==> config.mk <==
export PLATFORM = sky130hd
export DESIGN_NAME = pipeline_latch_ctrl_flat
export DESIGN_NICKNAME = d
export VERILOG_FILES = /design/src/rtl/pipeline_latch_ctrl_pkg.sv /design/src/rtl/pipeline_latch_ctrl_if.sv /design/src/rtl/pipeline_latch_ctrl_md_watchdog.sv /design/src/rtl/pipeline_latch_ctrl.sv /design/src/flat_wrapper.sv
export SDC_FILE = /design/constraint.sdc
export NUM_CORES = 1
export LEC_CHECK = 0
export ABC_CLOCK_PERIOD_IN_PS = 3300
export CAP_MARGIN = 20
export CORE_MARGIN = 4
export CORE_UTILIZATION = 30
export DETAILED_ROUTE_END_ITERATION = 6
export SKIP_LAST_GASP = 1
export SLEW_MARGIN = 20
export SYNTH_ARGS = -nofsm -noshare
export SYNTH_HDL_FRONTEND = slang
export SYNTH_SLANG_ARGS = --single-unit
==> constraint.sdc <==
create_clock -name clk -period 3.3 [get_ports clk]
set_input_delay 0.495 -clock clk [delete_from_list [all_inputs] [get_ports clk]]
set_output_delay 0.495 -clock clk [all_outputs]
set_load 0.01 [all_outputs]
==> src/rtl/pipeline_latch_ctrl_pkg.sv <==
// Shared encodings for the pipeline latch/hazard controller: FSM states,
// return-state flag, latch bank indices and the default mult/div watchdog limit.
package pipe_ctrl_pkg;

   typedef enum logic [1:0] {
      RUN     = 2'd0,
      MD_WAIT = 2'd1,
      FREEZE  = 2'd2,
      ERR     = 2'd3
   } pipe_state_e;

   typedef enum logic {
      RET_RUN = 1'b0,
      RET_MD  = 1'b1
   } ret_state_e;

   localparam int STG_FD = 0;
   localparam int STG_DX = 1;
   localparam int STG_XM = 2;
   localparam int STG_MW = 3;

   localparam int MD_TIMEOUT_DEF = 40;

endpackage

==> src/rtl/pipeline_latch_ctrl_if.sv <==
// Hazard inputs and latch-bank control outputs of the pipeline controller.
// master = the controller, slave = the datapath/latch side.
interface pipeline_latch_ctrl_if #(
   parameter int NUM_STAGES = 4
);
   logic                  ld_use_hazard;
   logic                  branch_taken;
   logic                  md_start;
   logic                  md_ready;
   logic                  freeze_req;
   logic                  pc_ena;
   logic [NUM_STAGES-1:0] latch_ena;
   logic [NUM_STAGES-1:0] latch_clr;
   logic                  md_busy;
   logic                  md_timeout;
   logic [1:0]            state_o;
   logic [31:0]           stall_cycles;

   modport master (
      input  ld_use_hazard, branch_taken, md_start, md_ready, freeze_req,
      output pc_ena, latch_ena, latch_clr, md_busy, md_timeout, state_o, stall_cycles
   );

   modport slave (
      output ld_use_hazard, branch_taken, md_start, md_ready, freeze_req,
      input  pc_ena, latch_ena, latch_clr, md_busy, md_timeout, state_o, stall_cycles
   );
endinterface

==> src/rtl/pipeline_latch_ctrl_md_watchdog.sv <==
// Mult/div wait watchdog: cycle counter cleared by start, advanced by run
// unless held, with expiry flag at MD_TIMEOUT-1.
module md_watchdog #(
   parameter int MD_TIMEOUT = 40,
   parameter int CNT_W      = $clog2(MD_TIMEOUT + 1)
) (
   input  logic             clk,
   input  logic             clr,
   input  logic             start,
   input  logic             run,
   input  logic             hold,
   output logic [CNT_W-1:0] cnt,
   output logic             expired
);

   always_ff @(posedge clk or posedge clr) begin
      if (clr) begin
         cnt <= '0;
      end else if (start) begin
         cnt <= '0;
      end else if (run && !hold) begin
         cnt <= cnt + 1'b1;
      end
   end

   assign expired = (cnt == CNT_W'(MD_TIMEOUT - 1));

endmodule

==> src/rtl/pipeline_latch_ctrl.sv <==
// Hazard/stall controller driving the FD/DX/XM/MW latch enables/clears and PC enable.
// Optional PIPE_STALL_COUNT_EN adds a saturating stall-cycle counter on stall_cycles.
module pipeline_latch_ctrl
   import pipe_ctrl_pkg::*;
#(
   parameter int NUM_STAGES = 4,
   parameter int MD_TIMEOUT = MD_TIMEOUT_DEF,
   parameter int CNT_W      = $clog2(MD_TIMEOUT + 1)
) (
   input  logic                  clk,
   input  logic                  clr,
   pipeline_latch_ctrl_if.master bus
);

   pipe_state_e           state, state_nxt;
   ret_state_e            ret_state, ret_nxt;
   logic                  md_done_pend, pend_nxt;
   logic                  md_timeout_q;
   logic                  wd_start, wd_run, wd_expired;
   logic [CNT_W-1:0]      md_cnt;
   logic [NUM_STAGES-1:0] ena_c, clr_c;
   logic                  pc_c;
   logic                  pc_ena;

   md_watchdog #(.MD_TIMEOUT(MD_TIMEOUT), .CNT_W(CNT_W)) u_wd (
      .clk     (clk),
      .clr     (clr),
      .start   (wd_start),
      .run     (wd_run),
      .hold    (state == FREEZE),
      .cnt     (md_cnt),
      .expired (wd_expired)
   );

   always_ff @(posedge clk or posedge clr) begin
      if (clr) begin
         state        <= RUN;
         ret_state    <= RET_RUN;
         md_done_pend <= 1'b0;
         md_timeout_q <= 1'b0;
      end else begin
         state        <= state_nxt;
         ret_state    <= ret_nxt;
         md_done_pend <= pend_nxt;
         md_timeout_q <= md_timeout_q | (state_nxt == ERR);
      end
   end

   always_comb begin
      ena_c     = '1;
      clr_c     = '0;
      pc_c      = 1'b1;
      state_nxt = state;
      ret_nxt   = ret_state;
      pend_nxt  = md_done_pend;
      wd_start  = 1'b0;
      wd_run    = 1'b0;
      unique case (state)
         RUN: begin
            if (bus.freeze_req) begin
               ena_c     = '0;
               pc_c      = 1'b0;
               state_nxt = FREEZE;
               ret_nxt   = RET_RUN;
            end else if (bus.branch_taken || bus.md_start) begin
               // A taken branch flushes FD/DX even when a mult/div op starts in X.
               clr_c[STG_FD] = bus.branch_taken;
               clr_c[STG_DX] = bus.branch_taken;
               if (bus.md_start) begin
                  state_nxt = MD_WAIT;
                  wd_start  = 1'b1;
                  pend_nxt  = 1'b0;
               end
            end else if (bus.ld_use_hazard) begin
               pc_c          = 1'b0;
               ena_c[STG_FD] = 1'b0;
               clr_c[STG_DX] = 1'b1;
            end
         end
         MD_WAIT: begin
            if (bus.freeze_req) begin
               ena_c     = '0;
               pc_c      = 1'b0;
               state_nxt = FREEZE;
               ret_nxt   = RET_MD;
               pend_nxt  = md_done_pend | bus.md_ready;
            end else if (bus.md_ready) begin
               state_nxt = RUN;
            end else begin
               pc_c          = 1'b0;
               ena_c[STG_FD] = 1'b0;
               ena_c[STG_DX] = 1'b0;
               clr_c[STG_XM] = 1'b1;
               ena_c[STG_MW] = 1'b1;
               wd_run        = 1'b1;
               if (wd_expired) state_nxt = ERR;
            end
         end
         FREEZE: begin
            ena_c    = '0;
            pc_c     = 1'b0;
            pend_nxt = md_done_pend | bus.md_ready;
            if (!bus.freeze_req) begin
               // Completion seen while frozen: release as the MD_WAIT ready cycle.
               if (ret_state == RET_MD && (md_done_pend || bus.md_ready)) begin
                  ena_c     = '1;
                  pc_c      = 1'b1;
                  state_nxt = RUN;
                  pend_nxt  = 1'b0;
               end else begin
                  state_nxt = (ret_state == RET_MD) ? MD_WAIT : RUN;
               end
            end
         end
         default: begin
            ena_c = '0;
            pc_c  = 1'b0;
         end
      endcase
   end

   assign pc_ena         = clr ? 1'b0 : pc_c;
   assign bus.pc_ena     = pc_ena;
   assign bus.latch_ena  = clr ? '0 : ena_c;
   assign bus.latch_clr  = clr ? '1 : clr_c;
   assign bus.md_busy    = (state == MD_WAIT) || (state == FREEZE && ret_state == RET_MD);
   assign bus.md_timeout = md_timeout_q;
   assign bus.state_o    = state;

`ifdef PIPE_STALL_COUNT_EN
   logic [31:0] stall_q;

   always_ff @(posedge clk or posedge clr) begin
      if (clr) begin
         stall_q <= '0;
      end else if (!pc_ena && state != ERR && stall_q != 32'hFFFF_FFFF) begin
         stall_q <= stall_q + 32'd1;
      end
   end

   assign bus.stall_cycles = stall_q;
`else
   assign bus.stall_cycles = 32'd0;
`endif

endmodule

==> src/flat_wrapper.sv <==
// flat-port wrapper written by rule: the top's interface ports become plain ports
module pipeline_latch_ctrl_flat import pipe_ctrl_pkg::*;
#(
   parameter int NUM_STAGES = 4,
   parameter int MD_TIMEOUT = MD_TIMEOUT_DEF,
   parameter int CNT_W      = $clog2(MD_TIMEOUT + 1)
)
  (clk, clr, bus_ld_use_hazard, bus_branch_taken, bus_md_start, bus_md_ready, bus_freeze_req, bus_pc_ena, bus_latch_ena, bus_latch_clr, bus_md_busy, bus_md_timeout, bus_state_o, bus_stall_cycles);
  pipeline_latch_ctrl_if #(.NUM_STAGES(NUM_STAGES)) bus_i ();
  input  logic clk;
  input  logic clr;
  input wire logic [$bits(bus_i.ld_use_hazard)-1:0] bus_ld_use_hazard;
  input wire logic [$bits(bus_i.branch_taken)-1:0] bus_branch_taken;
  input wire logic [$bits(bus_i.md_start)-1:0] bus_md_start;
  input wire logic [$bits(bus_i.md_ready)-1:0] bus_md_ready;
  input wire logic [$bits(bus_i.freeze_req)-1:0] bus_freeze_req;
  output wire logic [$bits(bus_i.pc_ena)-1:0] bus_pc_ena;
  output wire logic [$bits(bus_i.latch_ena)-1:0] bus_latch_ena;
  output wire logic [$bits(bus_i.latch_clr)-1:0] bus_latch_clr;
  output wire logic [$bits(bus_i.md_busy)-1:0] bus_md_busy;
  output wire logic [$bits(bus_i.md_timeout)-1:0] bus_md_timeout;
  output wire logic [$bits(bus_i.state_o)-1:0] bus_state_o;
  output wire logic [$bits(bus_i.stall_cycles)-1:0] bus_stall_cycles;
  assign bus_i.ld_use_hazard = bus_ld_use_hazard;
  assign bus_i.branch_taken = bus_branch_taken;
  assign bus_i.md_start = bus_md_start;
  assign bus_i.md_ready = bus_md_ready;
  assign bus_i.freeze_req = bus_freeze_req;
  assign bus_pc_ena = bus_i.pc_ena;
  assign bus_latch_ena = bus_i.latch_ena;
  assign bus_latch_clr = bus_i.latch_clr;
  assign bus_md_busy = bus_i.md_busy;
  assign bus_md_timeout = bus_i.md_timeout;
  assign bus_state_o = bus_i.state_o;
  assign bus_stall_cycles = bus_i.stall_cycles;
  pipeline_latch_ctrl #(.NUM_STAGES(NUM_STAGES), .MD_TIMEOUT(MD_TIMEOUT), .CNT_W(CNT_W)) u_core (.clk(clk), .clr(clr), .bus(bus_i));
endmodule
==> results of run 1 <==
## power by group through the flow
stage          clock network (mW)  logic [mW]  registers [mW]
2_1_floorplan                   0       0.326           0.201
3_3_place_gp                    0       0.439           0.199
3_5_place_dp                    0       0.444           0.200
4_1_cts                     0.101       0.447           0.197
5_1_grt                     0.105       0.499           0.205
6_report                   0.0968       0.446           0.197
## kinds of logic after synthesis
logic type	Yosys count	share of synthesized area, %
AOI/OAI and AO/OA	19	12.6
xor gates and xnor gates	5	4.15
adders and majority gates	5	5.92
buffers and inverters	42	27.6
DFF	11	26.1
muxes	1	0.948
other	1	0.355
and+or+nand+nor	41	22.4
## final cells by class
type                    instances  area (µm²)  share of cell area [%]
clock buffers                   3        22.5                    1.89
clock inverters                 1        5.00                   0.421
inverters                       5        18.8                    1.58
multi-input cells             103         606                    50.9
flip-flops and latches         11         275                    23.1
well taps                      46        57.6                    4.84
repair buffers                 21         205                    17.2
## routing by layer
layer	part of all wire (%)	up-vias
li1	-	397
met1	44	368
met2	47	30
met3	8.5	2
met4	0.44	0
met5	0	-
## registers in the layout, summed over array words and instances (netlist names)
signal	flops
u_core.bus.md_timeout	1
u_core.bus.state_o	2
u_core.md_done_pend	1
u_core.ret_state	1
u_core.u_wd.cnt	6
## metrics by stage
stage                     setup WS [ns]  total power, mW  util [%]  instances  area [µm²]
after global routing              0.116            0.810      35.4        190        1190
after global placement            0.396            0.638      34.6        186        1160
after CTS                         0.275            0.745      35.4        190        1190
after floorplan                   0.795            0.527         -        156        1170
final                             0.259            0.740      35.4        190        1190
after detailed placement          0.322            0.643      34.6        186        1160
## critical path: cells and delay by family, from the launching register on
kind            cells  cell delay, ns
fa+ha+maj           1            0.32
flops               1            0.42
compound gates      2            0.75
buf+inv             2            0.79
## how the worst min path moves through the flow
| stage | startpoint | end | slack, ns |
|---|---|---|---|
| after global routing | clr | u_core.u_wd.cnt[5] | 0.58 |
| after global placement | u_core.md_done_pend | u_core.md_done_pend | 0.53 |
| final | clr | u_core.u_wd.cnt[5] | 0.55 |
| after CTS | clr | u_core.ret_state | 0.55 |
| after floorplan | clr | u_core.bus.md_timeout | 0.37 |
| after detailed placement | u_core.md_done_pend | u_core.md_done_pend | 0.54 |
## cells in the mapped netlist (2+ instances only)
library cell  count  area [µm²]
xor2_1            4        35.0
dfrtp_1          11         275
nand4_1           2        12.5
a21oi_1           5        25.0
buf_2             2        10.0
buf_4            35         263
o21ai_0           3        15.0
nand2_1           8        30.0
nor2_2            2        12.5
nand2b_1          7        43.8
inv_1             5        18.8
o211ai_1          2        15.0
ha_1              5        62.6
nor3_1            3        15.0
a21o_1            2        15.0
nor2_1            9        33.8
and3_1            2        12.5
==> reports/qor.yml, run 1 <==
timing:
  max_freq_mhz: 329
  hold_viol: 0
  tightestPinTransition_ns: 0.592
  fin_crit_sh_pct: 92.2
  rsz0062_at_grt: "false"
  fin_crit_ns: 3.04
  fin_worst_skew_ns: 0.00348
  tns_ns: 0
  hold_ws_ns: 0.549
  relSlewSlack_pct: 59.5
  drv_slew: 0
  setup_viol: 0
run:
  cap_viol_max_count: 0
worst_setup_path:
  worst-r2r-setup-slack_ns: 1.50
  critPathRequiredTime_ns: 2.80
  worstSetupEndpoint: "bus_latch_ena[2]"
  worstSetupEndpointType: "primary output"
  cp-start-kind: "register"
  critical_path_class: "reg2out"
  reg2reg_from: "u_core.bus.state_o[0]"
  worst_path_max_delay_cell: "clkdlybuf4s50_1"
  path_cells: "inv_1 > ha_1 > o211ai_1 > a2111oi_0 > clkdlybuf4s50_1"
  cp.arrival_ns: 2.55
  cpPeakStageDelay_ns: 0.65
  crit_fanout: 5
  crit_start: "u_core.bus.state_o[0]"
  r2r_end: "u_core.u_wd.cnt[4]"
  rr_worst_depth: 6
drt:
  drtIter0Drc: 44
  drt_wl_total_mm: 2.05
  route.detailed.drc: 0
  drt_first_pass_iters: 4
  viasPerCell: 4.19
  dr_total_vias: 797
  ant_nets: 0
  wl_per_cell_um: 10.8
global_route:
  grt_use_met2_pct: 15.1
  gr-total-overflow: 0
  grt_use_total_pct: 9.51
  grt_antenna_before_repair: 0
  use_met3_pct: 3.99
  grt_pass1_vias: 724
  use_met1_pct: 12.5
  grt_max_degree: 14
  grt_pass1_wl_mm: 3.34
  grt.busiest_layer: "met2"
logic_synthesis:
  synth-edff-count: 0
  syn_avg_cell_area_um2: 8.45
  synthCells: 125
  ys_ff_latch: 11
  async_reset_ff_share_pct: 100
  synth-seq-area-share_pct: 26.1
  yosys_most_used_dff: "dfrtp_1"
  syn-cell-area_mm2: 0.00106
  yosysWarnings: 0
  synthDistinctLibCells: 35
power_and_ir_drop:
  sequentialPowerShare_pct: 26.7
  clkPwrFrac_pct: 13.1
  ir_worst_vdd_mv: 0.281
  swShare_pct: 42.7
  p_int_mw: 0.424
  comb_power_share_pct: 60.3
  cellPowerDensity_mw_per_mm2: 622
  p_switching_mw: 0.316
  p_leak_nw: 0.560
finish:
  filler_cell_count: 368
  diodes: 0
  final_cell_mix: "conb_1, clkdlybuf4s50_1, dfrtp_1"
  nNetsFinal: 157
  mostFrequentLayoutCell: "conb_1"
  layout-drive-gt1-share_pct: 6.94
  syn_to_final_growth_pct: 12.7
clock_tree:
  clockBufferDepth: 2
  clk_pin_slew_ns: 0.08
  cts_root_buf: "clkbuf_4"
  cts.sinks: 11
  clock_latency_ns: 0.27
  cts_tree: "done"
  cts_resized: 0
  cts-htree-levels: 1
  numCtsBuffers: 3
  cts_hold_buffers: 0
  cts_setup_buffers: 0
floorplanning:
  row_count: 21
  core-area_mm2: 0.00336
  die_x_um: 67.3
  dieArea_mm2: 0.00453
  start_util_pct: 31.4
  ioPinCount: 52
  die_h_um: 67.3
placement:
  hpwlAfterDp_mm: 1.68
  gp_routability_congestion: 0.761
  numPortBuffers: 19
min_path:
  hold_class: "in2async"
status:
  status: "finished clean"
Power figures use the tool's default switching activity.
==> inputs of run 2 (changes only) <==
GPL_TIMING_DRIVEN = 0   (was unset)
SLEW_MARGIN = unset   (was 20)
==> reports/qor.yml, run 2 (synthesis results as in run 1) <==
finish:
  seqCellArea_um2: 275
  syn_to_final_growth_pct: 37.1
  largest-register: "u_core.u_wd.cnt"
  mostFrequentLayoutCell: "buf_4"
  finalNonFillerCells: 225
  filler_cell_count: 357
  stdcell_area_mm2: 0.00145
  final_cell_mix: "buf_4, conb_1, clkdlybuf4s50_1"
  largest_reg_flops: 6
  diodes: 0
  nNetsFinal: 192
  layout-drive-gt1-share_pct: 24.6
  multi_input_area_um2: 607
clock_tree:
  clockBufferDepth: 2
  cts.sinks: 11
  clock_latency_ns: 0.27
  cts-htree-levels: 1
  numCtsBuffers: 3
  cts_hold_buffers: 0
  cts_tree: "done"
  clk_pin_slew_ns: 0.07
  cts_root_buf: "clkbuf_4"
status:
  status: "finished clean"
worst_setup_path:
  cp.arrival_ns: 2.55
  path_cells: "inv_1 > ha_1 > o211ai_1 > a2111oi_1 > buf_4 > clkdlybuf4s50_1"
  cp-start-kind: "register"
  worstSetupEndpointType: "primary output"
  critical_path_class: "reg2out"
  critPathRequiredTime_ns: 2.80
  worst_path_max_delay_cell: "a2111oi_1"
  cpPeakStageDelay_ns: 0.55
  crit_fanout: 5
drt:
  route.detailed.drc: 0
  drtIter0Drc: 24
  viasPerCell: 4.02
  drt_first_pass_iters: 4
  wl_per_cell_um: 9.91
  ant_nets: 0
  drt_wl_total_mm: 2.23
  dr_total_vias: 905
global_route:
  gr-total-overflow: 0
  grt_use_total_pct: 10.7
  grt_pass1_vias: 826
  grt_antenna_before_repair: 0
  grt_max_degree: 15
  grt_pass1_wl_mm: 3.76
timing:
  tns_ns: 0
  setup_viol: 0
  hold_viol: 0
  drv_slew: 0
  fin_crit_sh_pct: 92.4
  fin_crit_ns: 3.05
  rsz0062_at_grt: "false"
  max_freq_mhz: 328
  relSlewSlack_pct: 65.9
  fin_worst_skew_ns: 0.00114
  tightestPinTransition_ns: 0.511
power_and_ir_drop:
  fin_total_pwr_mw: 0.777
  p_leak_nw: 0.747
  cellPowerDensity_mw_per_mm2: 537
  ir_worst_vdd_mv: 0.257
run:
  cap_viol_max_count: 0
placement:
  place_area_mm2: 0.00142
  dp.cells: 221
  numPortBuffers: 19
  hpwlAfterDp_mm: 1.87
  gp_routability_congestion: 0.812
min_path:
  hold_class: "reg2reg"
floorplanning:
  dieArea_mm2: 0.00453
  core-area_mm2: 0.00336
  die_x_um: 67.3
  row_count: 21
  ioPinCount: 52
  die_h_um: 67.3
  start_util_pct: 31.4
-- run 2: path summary, 6_finish.rpt --
| path | startpoint | end | slack, ns | cells past startpoint |
|---|---|---|---|---|
| max in group asynchronous | clr | u_core.md_done_pend | 2.28 | 2 |
| min in group asynchronous | clr | u_core.u_wd.cnt[5] | 0.68 | 2 |
| worst min-delay path | u_core.md_done_pend | u_core.md_done_pend | 0.55 | 2 |
| worst max register to register | u_core.bus.state_o[0] | u_core.u_wd.cnt[4] | 1.48 | 6 |
| worst max-delay path | u_core.bus.state_o[0] | bus_latch_ena[3] | 0.25 | 6 |
| worst min register to register | u_core.md_done_pend | u_core.md_done_pend | 0.55 | 2 |
-- run 2: worst max-delay path, delay by kind of cell, from the launching register on --
family	cells	cell delay [ns]
buffers and inverters	3	0.84
AO/OA/AOI/OAI	2	0.71
flip-flops	1	0.41
adder cells (fa/ha/maj)	1	0.32
-- run 2: what timing repair did --
| action | in CTS | in global routing |
|---|---|---|
| setup buffers | 0 | 0 |
| resized for setup | 0 | 1 |
| setup endpoints to repair | 0 | 2 |
-- run 2: routing by layer --
| metal | global-route usage [%] | wire length, µm |
|---|---|---|
| met1 | 13.1 | 955 |
| met2 | 17.4 | 1100 |
| met3 | 3.00 | 161 |
| met4 | 4.30 | 15 |
| met5 | 0 | 0 |
-- run 2: where the power goes --
part	total, mW	internal, mW	switching [mW]
sequential	0.197	0.167	0.0299
clock	0.0921	0.0468	0.0454
combinational	0.488	0.246	0.241
-- run 2: metrics by stage --
step / utilization, % / hold slack [ns] / setup slack (ns)
3_3_place_gp: 42.2 / 0.527 / 0.247
5_1_grt: 43.0 / 0.573 / 0.0304
4_1_cts: 43.0 / 0.552 / 0.135
3_5_place_dp: 42.2 / 0.539 / 0.179
2_1_floorplan: - / 0.369 / 0.795
6_report: 43.0 / 0.551 / 0.252
-- run 2: cell type report --
class	instances	area share [%]
sequential	11	19.0
inverter	5	1.30
buffer	37	18.8
tap	46	3.98
timing repair buffer	19	13.1
clock buffer	4	1.82
multi-input combinational	103	41.9
